### src/rtl/stripe_animator.sv
// Frame-animated full-width horizontal stripe overlay for the VGA colour path.
// The position and blink state change only on the frame event, which falls in vertical blank.
// The pixel output is registered and lags the timing inputs by one clock.
module stripe_animator #(
   parameter int unsigned CW        = 11,
   parameter int unsigned COLOR_W   = 12,
   parameter int unsigned V_ACTIVE  = 480,
   parameter int unsigned STRIPE_H  = 32,
   parameter int unsigned INIT_Y    = 448,
   parameter int unsigned STEP      = 4,
   parameter int unsigned FRAME_DIV = 1
) (
   input  logic               clk,
   input  logic               reset_n,
   input  logic               en,
   input  logic [1:0]         mode,
   input  logic [COLOR_W-1:0] color_in,
   input  logic [CW-1:0]      hcount,
   input  logic [CW-1:0]      vcount,
   input  logic               blank,
   output logic [COLOR_W-1:0] color_out,
   output logic               frame_tick,
   output logic [CW-1:0]      stripe_y
);

   localparam int unsigned CW1 = CW + 1;
   localparam int unsigned DW  = (FRAME_DIV > 1) ? $clog2(FRAME_DIV) : 1;

   // Row arithmetic is done one bit wider so sums near the bottom cannot overflow.
   localparam logic [CW:0]   VA       = CW1'(V_ACTIVE);
   localparam logic [CW:0]   STEP_W   = CW1'(STEP);
   localparam logic [CW:0]   Y_MAX    = CW1'(V_ACTIVE - STRIPE_H);
   localparam logic [CW:0]   H_M1     = CW1'(STRIPE_H - 1);
   localparam logic [CW-1:0] Y_INIT   = CW'(INIT_Y);
   localparam logic [CW-1:0] STEP_N   = CW'(STEP);
   localparam logic [DW-1:0] DIV_LAST = DW'(FRAME_DIV - 1);

   localparam logic [1:0] M_STATIC = 2'b00;
   localparam logic [1:0] M_SCROLL = 2'b01;
   localparam logic [1:0] M_BOUNCE = 2'b10;
   localparam logic [1:0] M_BLINK  = 2'b11;

   // Bounce direction states
   localparam logic [0:0] DOWN = 1'b0;
   localparam logic [0:0] UP   = 1'b1;

   logic          cond, cond_q, evt;
   logic [1:0]    mode_q, mode_d;
   logic [0:0]    dir_q, dir_d;
   logic          vis_q, vis_d;
   logic [DW-1:0] div_q, div_d;
   logic [CW-1:0] y_d;
   logic [CW:0]   sum, bot;
   logic          hit;

   // Frame event: rising edge of the "first pixel of vblank" condition
   always_comb begin
      cond = (hcount == '0) && ({1'b0, vcount} == VA);
      evt  = cond && !cond_q;
   end

   // Animation next-state: mode latch, divider, and per-mode step action
   always_comb begin
      y_d    = stripe_y;
      dir_d  = dir_q;
      div_d  = div_q;
      vis_d  = vis_q;
      mode_d = mode_q;
      sum    = {1'b0, stripe_y} + STEP_W;
      if (evt) begin
         mode_d = mode;
         if (mode != mode_q) begin
            // A mode change restarts the animation and suppresses that frame's step
            div_d = '0;
            dir_d = DOWN;
            if (mode == M_STATIC || mode == M_BLINK) begin
               y_d   = Y_INIT;
               vis_d = 1'b1;
            end
         end else if (en) begin
            if (div_q == DIV_LAST) begin
               div_d = '0;
               case (mode_q)
                  M_SCROLL: begin
                     if (sum >= VA) y_d = CW'(sum - VA);
                     else           y_d = CW'(sum);
                  end
                  M_BOUNCE: begin
                     if (dir_q == DOWN) begin
                        if (sum >= Y_MAX) begin
                           y_d   = CW'(Y_MAX);
                           dir_d = UP;
                        end else begin
                           y_d = CW'(sum);
                        end
                     end else begin
                        if ({1'b0, stripe_y} <= STEP_W) begin
                           y_d   = '0;
                           dir_d = DOWN;
                        end else begin
                           y_d = stripe_y - STEP_N;
                        end
                     end
                  end
                  M_BLINK: vis_d = ~vis_q;
                  default: ;
               endcase
            end else begin
               div_d = div_q + 1'b1;
            end
         end
      end
   end

   // Stripe hit test; only scroll mode can place the stripe across the bottom edge
   always_comb begin
      bot = {1'b0, stripe_y} + H_M1;
      if (bot < VA) begin
         hit = (vcount >= stripe_y) && ({1'b0, vcount} <= bot);
      end else begin
         hit = (vcount >= stripe_y) || ({1'b0, vcount} <= (bot - VA));
      end
   end

   // Animation state registers
   always_ff @(posedge clk or negedge reset_n) begin
      if (!reset_n) begin
         cond_q     <= 1'b0;
         frame_tick <= 1'b0;
         stripe_y   <= Y_INIT;
         dir_q      <= DOWN;
         div_q      <= '0;
         vis_q      <= 1'b1;
         mode_q     <= M_STATIC;
      end else begin
         cond_q     <= cond;
         frame_tick <= evt;
         stripe_y   <= y_d;
         dir_q      <= dir_d;
         div_q      <= div_d;
         vis_q      <= vis_d;
         mode_q     <= mode_d;
      end
   end

   // Registered pixel output
   always_ff @(posedge clk or negedge reset_n) begin
      if (!reset_n) begin
         color_out <= '0;
      end else if (blank) begin
         color_out <= '0;
      end else if (hit && (mode_q != M_BLINK || vis_q)) begin
         color_out <= color_in;
      end else begin
         color_out <= '0;
      end
   end

endmodule

### config.mk
export PLATFORM = sky130hd
export DESIGN_NAME = stripe_animator
export DESIGN_NICKNAME = d
export VERILOG_FILES = /design/src/rtl/stripe_animator.sv
export SDC_FILE = /design/constraint.sdc
export NUM_CORES = 1
export LEC_CHECK = 0
export ABC_AREA = 1
export BUFFER_PORTS_ARGS = -buffer_cell sky130_fd_sc_hd__buf_4
export CORE_AREA = 2 2 72 74
export CTS_BUF_LIST = sky130_fd_sc_hd__clkbuf_2
export CTS_CLUSTER_DIAMETER = 50
export CTS_CLUSTER_SIZE = 8
export DETAILED_ROUTE_END_ITERATION = 6
export DIE_AREA = 0 0 74 76
export GPL_TIMING_DRIVEN = 0
export MAX_ROUTING_LAYER = met4
export PLACE_DENSITY = 0.95
export SETUP_SLACK_MARGIN = 0.2
export SLEW_MARGIN = 20
export SYNTH_ARGS = -nofsm -noshare
export SYNTH_HDL_FRONTEND = slang
export SYNTH_SLANG_ARGS = --single-unit
### constraint.sdc
create_clock -name clk -period 7.9 [get_ports clk]
set_clock_uncertainty 0.1 [all_clocks]
set_input_delay 0.395 -clock clk [delete_from_list [all_inputs] [get_ports clk]]
set_output_delay 0.395 -clock clk [all_outputs]
set_load 0.05 [all_outputs]
==> results.txt, run 1 <==
The max-slew violation count is 0. The number of global-route vias before repair was a little under 3000. The post-synthesis register bit count is 27. By startpoint and endpoint, the worst setup path is classified as register to register.

The cell family contributing the most delay on the critical path is simple AND/OR/NAND/NOR gates. In the post-synthesis netlist, the biggest area contributors are sky130_fd_sc_hd__dfrtp_1 20%, sky130_fd_sc_hd__nand2_1 17%, sky130_fd_sc_hd__ha_1 13%. The clock slew seen by the registers of the worst setup and hold paths came out at 240 ps. The largest stage delay on the critical path is 540 ps. The ratio of cells with drive above 1 in the final layout came out at 21.86%.

The clock tree from TritonCTS is yes. In this run the number of H-tree levels came out at 1. In this run the worst setup path begins at stripe_y[2]$_DFFE_PN0P_. The worst slack at placement came out at between 4000 and 5000 ps. The wire length of the first global-routing pass is approximately 13000 um.

The number of synthesized flops with an enable pin came out at 0. The final routed DRC violation total came out at 0. After the last flow step, the layout net total stands at 589. The row count is 26.

The run finished with clean final reports. Setup repair after global routing left no endpoint under its margin. The total inserted antenna cells is 0. The number of iterations in the first detailed-routing pass came out at 5. The static power due to leakage is 2.012 nW. The region available for standard cell placement spans 4912 sq um. The worst IR drop on VDD is 0.1111 mV. After synthesis, the most frequently instantiated cells are 134 x sky130_fd_sc_hd__nand2_1, 61 x sky130_fd_sc_hd__inv_1, 43 x sky130_fd_sc_hd__nor2_1.

Dividing the synthesized area by the synthesized cell count gives 6.445 sq um. The utilization of the core after routing is a little under three quarters. The signal arrival time at the worst endpoint came out at 3920 ps. The number of routed nets with antenna violations is 0. The clock period minus final worst setup slack came out at about 3700 ps. The max-capacitance violation count came out at 0. The HPWL after detailed placement came out at 6261 um. The starting DRC count in detailed routing came out at between 200 and 300.

The count of unique library cells instantiated by Yosys came out at 35. The share of the synthesized area in the top cell type came out at between 10% and 20%. The placer congestion estimate came out at 0.9488. The cell sitting at the root of the clock tree is a sky130_fd_sc_hd__clkbuf_2. The post-detailed-route wirelength per cell is ~13 um. Traced cell by cell, the critical path runs through inv_1, ha_1, nand2_1, nand3_1, nand2_1, inv_1, ha_1, nand3_2, xor2_1, ha_1, nand3_1, nor3_1, nand2_1, nand3_1, nand2_1, inv_1, nand3_1, nand2_1, nand2_1, nand2_2, buf_6, nor2_2.

For this run, the top clock speed supported by timing is 267.1 MHz. The maximum fanout along the worst path came out at 10. The kind of launch point of the worst setup path is a register.

The quantity of I/O buffers inserted on ports came out at 61. For this run, global-route usage on met3 was measured as about 3.4%. The aggregate negative setup slack is 0 ps. The final worst-path cycle share is 47.39%. The total wirelength of the detailed-routed design is 7628 um. The power density normalized to cell area came out at 72.35 nW/um^2. In the post-synthesis netlist, the cell with the most instances is sky130_fd_sc_hd__nand2_1.

The data required time at the worst endpoint is 8080 ps. The post-synthesis instance area came out at 2900 sq um. The die footprint is 5624 sq um. During synthesis, Yosys emitted a total of 0 warnings.

The clock latency on the worst-skew pair is about 350 ps. In this run the count of I/O pins placed on the die edge is between 60 and 70. The total CTS buffers came out at 3.

The y dimension of the die came out at 76 um. The die width came out at roughly 74 um. The slowest stage of the critical path belongs to the cell sky130_fd_sc_hd__dfrtp_1.

The total number of vias came out at 3194. The cell that appears most often on the critical path is sky130_fd_sc_hd__nand2_1. The class of the tightest hold or removal check is input pin to register. The global-route met1 utilization came out at between 30 and 40%. In this run the post-CTS setup repair buffer count came out at 0.

The element type at the critical path end is a register. The initial antenna violation count was 0. The number of buffers between clock root and the deepest sink is 2.

The met2 global-route usage is just over 50%. The initial standard-cell utilization of the core came out at between 50% and 60%. The total congestion overflow came out at 0. The total global routing track utilization is 29.09%. The share of synthesized flip-flops with an asynchronous set or reset came out at 100.0%. The critical path contains buffers and inverters numbering 4 combined. Of the synthesized area, sequential elements account for 23.47%. Entering global routing, the biggest net connects 28 pins. The worst reg2reg path startpoint is stripe_y[2]$_DFFE_PN0P_. The setup-violating endpoint count in the final report came out at 0. The area overhead of the layout relative to synthesis is 19.97%. The smallest setup slack after layout is 4156 ps. The clock sink total is 27. The prevailing post-synth register cell is sky130_fd_sc_hd__dfrtp_1. The biggest area contributor in the post-synthesis netlist is sky130_fd_sc_hd__dfrtp_1. The global routing stage identified its most utilized layer as met2.

In this run the most critical hold path is launched from color_in[0]. The number of vias per cell is around 5.4. The final hold violation count is 0. After technology mapping, the gate count stands at 450.
==> power by group <==
group | total [mW] | internal (mW) | switching (mW)
Combinational | 0.0587 | 0.0252 | 0.0335
Clock | 0.0521 | 0.0115 | 0.0407
Sequential | 0.141 | 0.140 | 0.000503
Total | 0.252 | 0.177 | 0.0746
==> path summary, 6_finish.rpt <==
path,slack (ps),cells past startpoint,to
worst max-delay path,4160,22,color_out[8]$_DFF_PN0_
worst min-delay path,140,3,color_out[0]$_DFF_PN0_
worst max register to register,4160,22,color_out[8]$_DFF_PN0_
worst min register to register,450,2,vis_q$_DFFE_PN1P_
max in group asynchronous,7040,2,stripe_y[6]$_DFFE_PN1P_
min in group asynchronous,340,2,stripe_y[10]$_DFFE_PN0P_
==> per-layer routing <==
layer  wire [um]  share of wire, %  up-vias
li1            -                 -     1572
met3         478               6.3       18
met2        3898                51      135
met1        3146                41     1469
met5           0                 0        -
met4         104               1.4        0
==> final cells by class <==
class,instances,area [sq um]
sequential,27,680.7
fill,413,1433
timing repair buffer,62,467.9
clock inverter,1,5.005
multi-input combinational,355,1944
clock buffer,3,15.01
buffer,6,42.54
tap,70,87.58
inverter,63,236.5
==> cell usage in the layout, fill, tap and decap left out, types with 2 or more instances in the layout <==
cell type	count
sky130_fd_sc_hd__dfrtp_1	23
sky130_fd_sc_hd__clkbuf_2	3
sky130_fd_sc_hd__dfstp_2	4
sky130_fd_sc_hd__ha_1	31
sky130_fd_sc_hd__nand3_2	2
sky130_fd_sc_hd__nor3_1	7
sky130_fd_sc_hd__nor2_4	2
sky130_fd_sc_hd__xor2_1	5
sky130_fd_sc_hd__a21oi_1	19
sky130_fd_sc_hd__xnor2_1	3
sky130_fd_sc_hd__nor2_2	15
sky130_fd_sc_hd__nand2_2	10
sky130_fd_sc_hd__inv_1	61
sky130_fd_sc_hd__o211ai_1	4
sky130_fd_sc_hd__conb_1	2
sky130_fd_sc_hd__nand2_1	134
sky130_fd_sc_hd__nand4_1	11
sky130_fd_sc_hd__buf_4	64
sky130_fd_sc_hd__inv_2	2
sky130_fd_sc_hd__nand3_1	41
sky130_fd_sc_hd__nor2_1	43
sky130_fd_sc_hd__or2_2	3
sky130_fd_sc_hd__o21ai_0	13
==> kinds of logic (layout without fill, tap and decap cells) <==
logic type / count (synthesis) / after routing / synth area share (%)
adders and majority gates: 31 / 31 / 13.37
other: 1 / 2 / 0.1293
and+or+nand+nor: 272 / 272 / 42.71
AOI/OAI and AO/OA: 41 / 41 / 7.895
xor gates and xnor gates: 8 / 8 / 2.416
muxes: 1 / 1 / 0.3882
DFF: 27 / 27 / 23.47
buffers and inverters: 69 / 135 / 9.620
==> per-stage QoR <==
| stage | power (mW) | instances | area (sq um) | hold slack [ps] |
|---|---|---|---|---|
| final | 0.2517 | 587 | 3480 | 140.0 |
| after detailed placement | 0.2012 | 582 | 3450 | 225.7 |
| after floorplan | 0.1728 | 451 | 2904 | -0.5911 |
| after global placement | 0.1992 | 582 | 3450 | 223.1 |
| after global routing | 0.2659 | 587 | 3480 | 113.1 |
| after CTS | 0.2533 | 587 | 3480 | 130.7 |
==> worst reg2reg max path: stages, from the launching register on <==
cell and delay [ps]:
sky130_fd_sc_hd__dfrtp_1 540, sky130_fd_sc_hd__inv_1 250, sky130_fd_sc_hd__ha_1 280, sky130_fd_sc_hd__nand2_1 130, sky130_fd_sc_hd__nand3_1 140, sky130_fd_sc_hd__nand2_1 140
sky130_fd_sc_hd__inv_1 90, sky130_fd_sc_hd__ha_1 220, sky130_fd_sc_hd__nand3_2 130, sky130_fd_sc_hd__xor2_1 170, sky130_fd_sc_hd__ha_1 300, sky130_fd_sc_hd__nand3_1 110
sky130_fd_sc_hd__nor3_1 260, sky130_fd_sc_hd__nand2_1 100, sky130_fd_sc_hd__nand3_1 90, sky130_fd_sc_hd__nand2_1 60, sky130_fd_sc_hd__inv_1 50, sky130_fd_sc_hd__nand3_1 70
sky130_fd_sc_hd__nand2_1 70, sky130_fd_sc_hd__nand2_1 80, sky130_fd_sc_hd__nand2_2 100, sky130_fd_sc_hd__buf_6 170, sky130_fd_sc_hd__nor2_2 40
==> sequential cells by signal, summed over array words and instances, names as in the netlist <==
register and cells:
vis_q 1, dir_q 1, mode_q 2, color_out 12
stripe_y 9, frame_tick 1, cond_q 1
==> timing repair <==
action | CTS | global route
resized for setup | 0 | 0
hold buffers | 1 | 0
hold endpoints to repair | 23 | 0
Power figures use the tool's default switching activity.
==> run 2, diff against run 1 <==
CORE_AREA = 2 2 75 77   (was 2 2 72 74)
DIE_AREA = 0 0 77 79   (was 0 0 74 76)
PLACE_DENSITY = 0.93   (was 0.95)
clock period = 3.5 ns   (was 7.9 ns; I/O delays follow)
==> run 2 against run 1 <==
Against the previous run: routed wire length rose by 13%; combinational power rose to 2.7 times the previous value; count of clock-buffer cells in the layout did not move; sequential cell count did not move; critical path type unchanged; global-route usage fell by 0.16 points; core utilization fell by 0.42 points; register-to-register slack got worse by 3800 ps.
==> results.txt, run 2 (synthesis results as in run 1) <==
The flow ran to the end, and the final reports show no timing, DRC or antenna violations. The final hold slack is 59.28 ps (-80.73 ps). The detailed route wirelength on metal2 came out at 4366 um (+12%). The worst setup path startpoint is stripe_y[7]$_DFFE_PN1P_. The total number of vias is 3308 (+3.6%).

The setup-violating endpoint count in the final report is 0 (unchanged). The pin count of the biggest net entering global routing came to 28 (unchanged). In this run the most critical hold path is launched from vcount[0]. The final hold violation count came out at 0 (unchanged). The post-layout net count came out at 608 (+3.2%). The row count is 27 (+3.8%).

STA classifies the critical path startpoint as a register. The top cell types in the final layout, fill and taps aside, are 131 x sky130_fd_sc_hd__nand2_1, 66 x sky130_fd_sc_hd__buf_4, 57 x sky130_fd_sc_hd__inv_1. By startpoint and endpoint, the worst setup path is classified as register to register. The post-detailed-route wirelength per cell is 14.16 um (+9.0%). The HPWL after detailed placement was 6142 um (-1.9%).

The max-capacitance violation count is 0 (unchanged). The clock slew seen by the registers of the worst setup and hold paths came out at 280 ps (+40 ps). The final worst-path cycle share came out at 89.35% (+42 points). The max-slew violation count was 0 (unchanged).

The power density normalized to cell area is 160.4 nW/um^2 (+120%). The top layer used by detailed routing is met4. The top achievable clock speed came out at 319.8 MHz (+20%). The worst IR drop on VDD came out at 0.2145 mV (+93%). The total inserted antenna cells is 0 (unchanged). The met1 wire length is 3556 um (+13%). The number of flip-flops under the largest register name is 12 (unchanged). Setup repair after global routing left no endpoint under its margin.

The total CTS buffers is 3 (unchanged). The signal arrival time at the worst endpoint is 3320 ps (-600 ps). The ratio of cells with drive above 1 in the final layout is 24.63% (+2.8 points). The initial antenna violation count came out at 0 (unchanged).

STA classifies the critical path endpoint as a register. The starting DRC count in detailed routing was 269 (+1.1%). The y dimension of the die came out at 79 um (+3.9%). The clock sink total came to 27 (unchanged).

The quantity of I/O buffers inserted on ports is 61 (unchanged). The die footprint came out at 6083 sq um (+8.2%). The placer congestion estimate came out at 0.9356 (-1.4%). From synthesis to final layout, the design area changed by 29.59%. The total wirelength of the detailed-routed design came out at 8609 um (+13%).

The number of vias per cell came to 5.441 (about the same). The number of buffers between clock root and the deepest sink came out at 2 (unchanged). The data required time at the worst endpoint is 3690 ps (-4390 ps). The library cell used most frequently in the layout, excluding fill and tap cells, is sky130_fd_sc_hd__nand2_1.

The clock latency on the worst-skew pair came out at 390 ps (+40 ps). The clock period minus final worst setup slack is 3127 ps (-616.7 ps). The H-tree level count came out at 1 (unchanged). The static power due to leakage is 2.116 nW (+5.2%). The total congestion overflow is 0 (unchanged). The number of routed nets with antenna violations came out at 0 (unchanged). In the final layout, the registers with the most flip-flops are color_out: 12 flops, stripe_y: 9 flops, mode_q: 2 flops. More flip-flops sit in one register than any other, and that register is color_out. The number of iterations in the first detailed-routing pass is 5 (unchanged). The die width came out at 77 um (+4.1%). The total power after layout came out at 0.6030 mW (+140%). The final routed DRC violation total came out at 0 (unchanged). The wire length of the first global-routing pass is 14030 um (+9.4%). The clock tree from TritonCTS is yes. The utilization of the core after routing came out at 70.42% (-0.42 points). The number of global-route vias before repair is 3197 (+8.0%). The total global routing track utilization is 28.93% (-0.16 points). The area inside the core boundary came out at 5338 sq um (+8.7%). In this run the critical register-to-register path is launched from stripe_y[7]$_DFFE_PN1P_. The number of I/O pins was 64 (unchanged). The worst hold path belongs to the class input pin to register.

The cell sitting at the root of the clock tree is a sky130_fd_sc_hd__clkbuf_2. The aggregate negative setup slack is 0 ps (unchanged). The met3 wirelength from detailed routing is 578 um (+21%). The maximum fanout along the worst path is 9 (-1).

The initial standard-cell utilization of the core is 54.34% (-4.7 points).
-- run 2: final timing paths --
path                       cells after the start  slack (ps)                      to
min in group asynchronous                      2          80  color_out[3]$_DFF_PN0_
max                                           22         370  color_out[5]$_DFF_PN0_
max reg2reg                                   22         370  color_out[5]$_DFF_PN0_
min                                            4          60        cond_q$_DFF_PN0_
max in group asynchronous                      2        2880       vis_q$_DFFE_PN1P_
min reg2reg                                    2         420       vis_q$_DFFE_PN1P_
-- run 2: critical path: stages, from the launching register on --
cell	delay (ps)
sky130_fd_sc_hd__dfstp_2	710
sky130_fd_sc_hd__inv_2	100
sky130_fd_sc_hd__nand2_1	90
sky130_fd_sc_hd__nand2_1	110
sky130_fd_sc_hd__o21ai_2	230
sky130_fd_sc_hd__nand2_2	100
sky130_fd_sc_hd__nand2_1	80
sky130_fd_sc_hd__nand2_1	50
sky130_fd_sc_hd__nand2_1	50
sky130_fd_sc_hd__inv_1	40
sky130_fd_sc_hd__ha_1	300
sky130_fd_sc_hd__nand3_2	120
sky130_fd_sc_hd__nor3_4	140
sky130_fd_sc_hd__nand2_1	70
sky130_fd_sc_hd__nand3_1	80
sky130_fd_sc_hd__nand2_1	60
sky130_fd_sc_hd__inv_1	50
sky130_fd_sc_hd__nand3_1	70
sky130_fd_sc_hd__nand2_1	100
sky130_fd_sc_hd__nand2_2	90
sky130_fd_sc_hd__nand2_4	110
sky130_fd_sc_hd__buf_8	130
sky130_fd_sc_hd__nor2_2	30
-- run 2: area by class of cell --
type / count / area [sq um]
Multi-Input combinational cell: 355 / 2011
Fill cell: 451 / 1579
Sequential cell: 27 / 684.4
Timing Repair Buffer: 81 / 668.1
Inverter: 63 / 239.0
Tap cell: 72 / 90.09
Buffer: 6 / 46.29
Clock buffer: 3 / 15.01
Clock inverter: 1 / 5.005
-- run 2: routing by layer --
metal	vias up	track usage (%)
met5	-	-
met4	0	5.536
met2	146	53.95
met3	14	2.386
met1	1531	34.62
li1	1617	-
-- run 2: stage by stage --
step,area [sq um],cells,setup WS [ps]
floorplan,2905,451,214.3
global placement,3453,584,-73.65
detailed placement,3453,584,-154.8
CTS,3696,607,216.1
global route,3759,608,204.0
finish,3759,608,372.6
-- run 2: power breakdown --
part           leakage, nW  switching [mW]  internal, mW
clock               0.0164          0.0991        0.0259
sequential           0.345         0.00135         0.317
combinational         1.75          0.0863        0.0733
-- run 2: what timing repair did --
item                                    in CTS  in global routing
hold endpoints to repair                    41                  0
cloned                                       0                  1
hold buffers                                17                  0
endpoints found under the setup margin      12                 12
setup buffers                                2                  0
pin swaps                                    1                  1
gates resized for setup                     12                 10
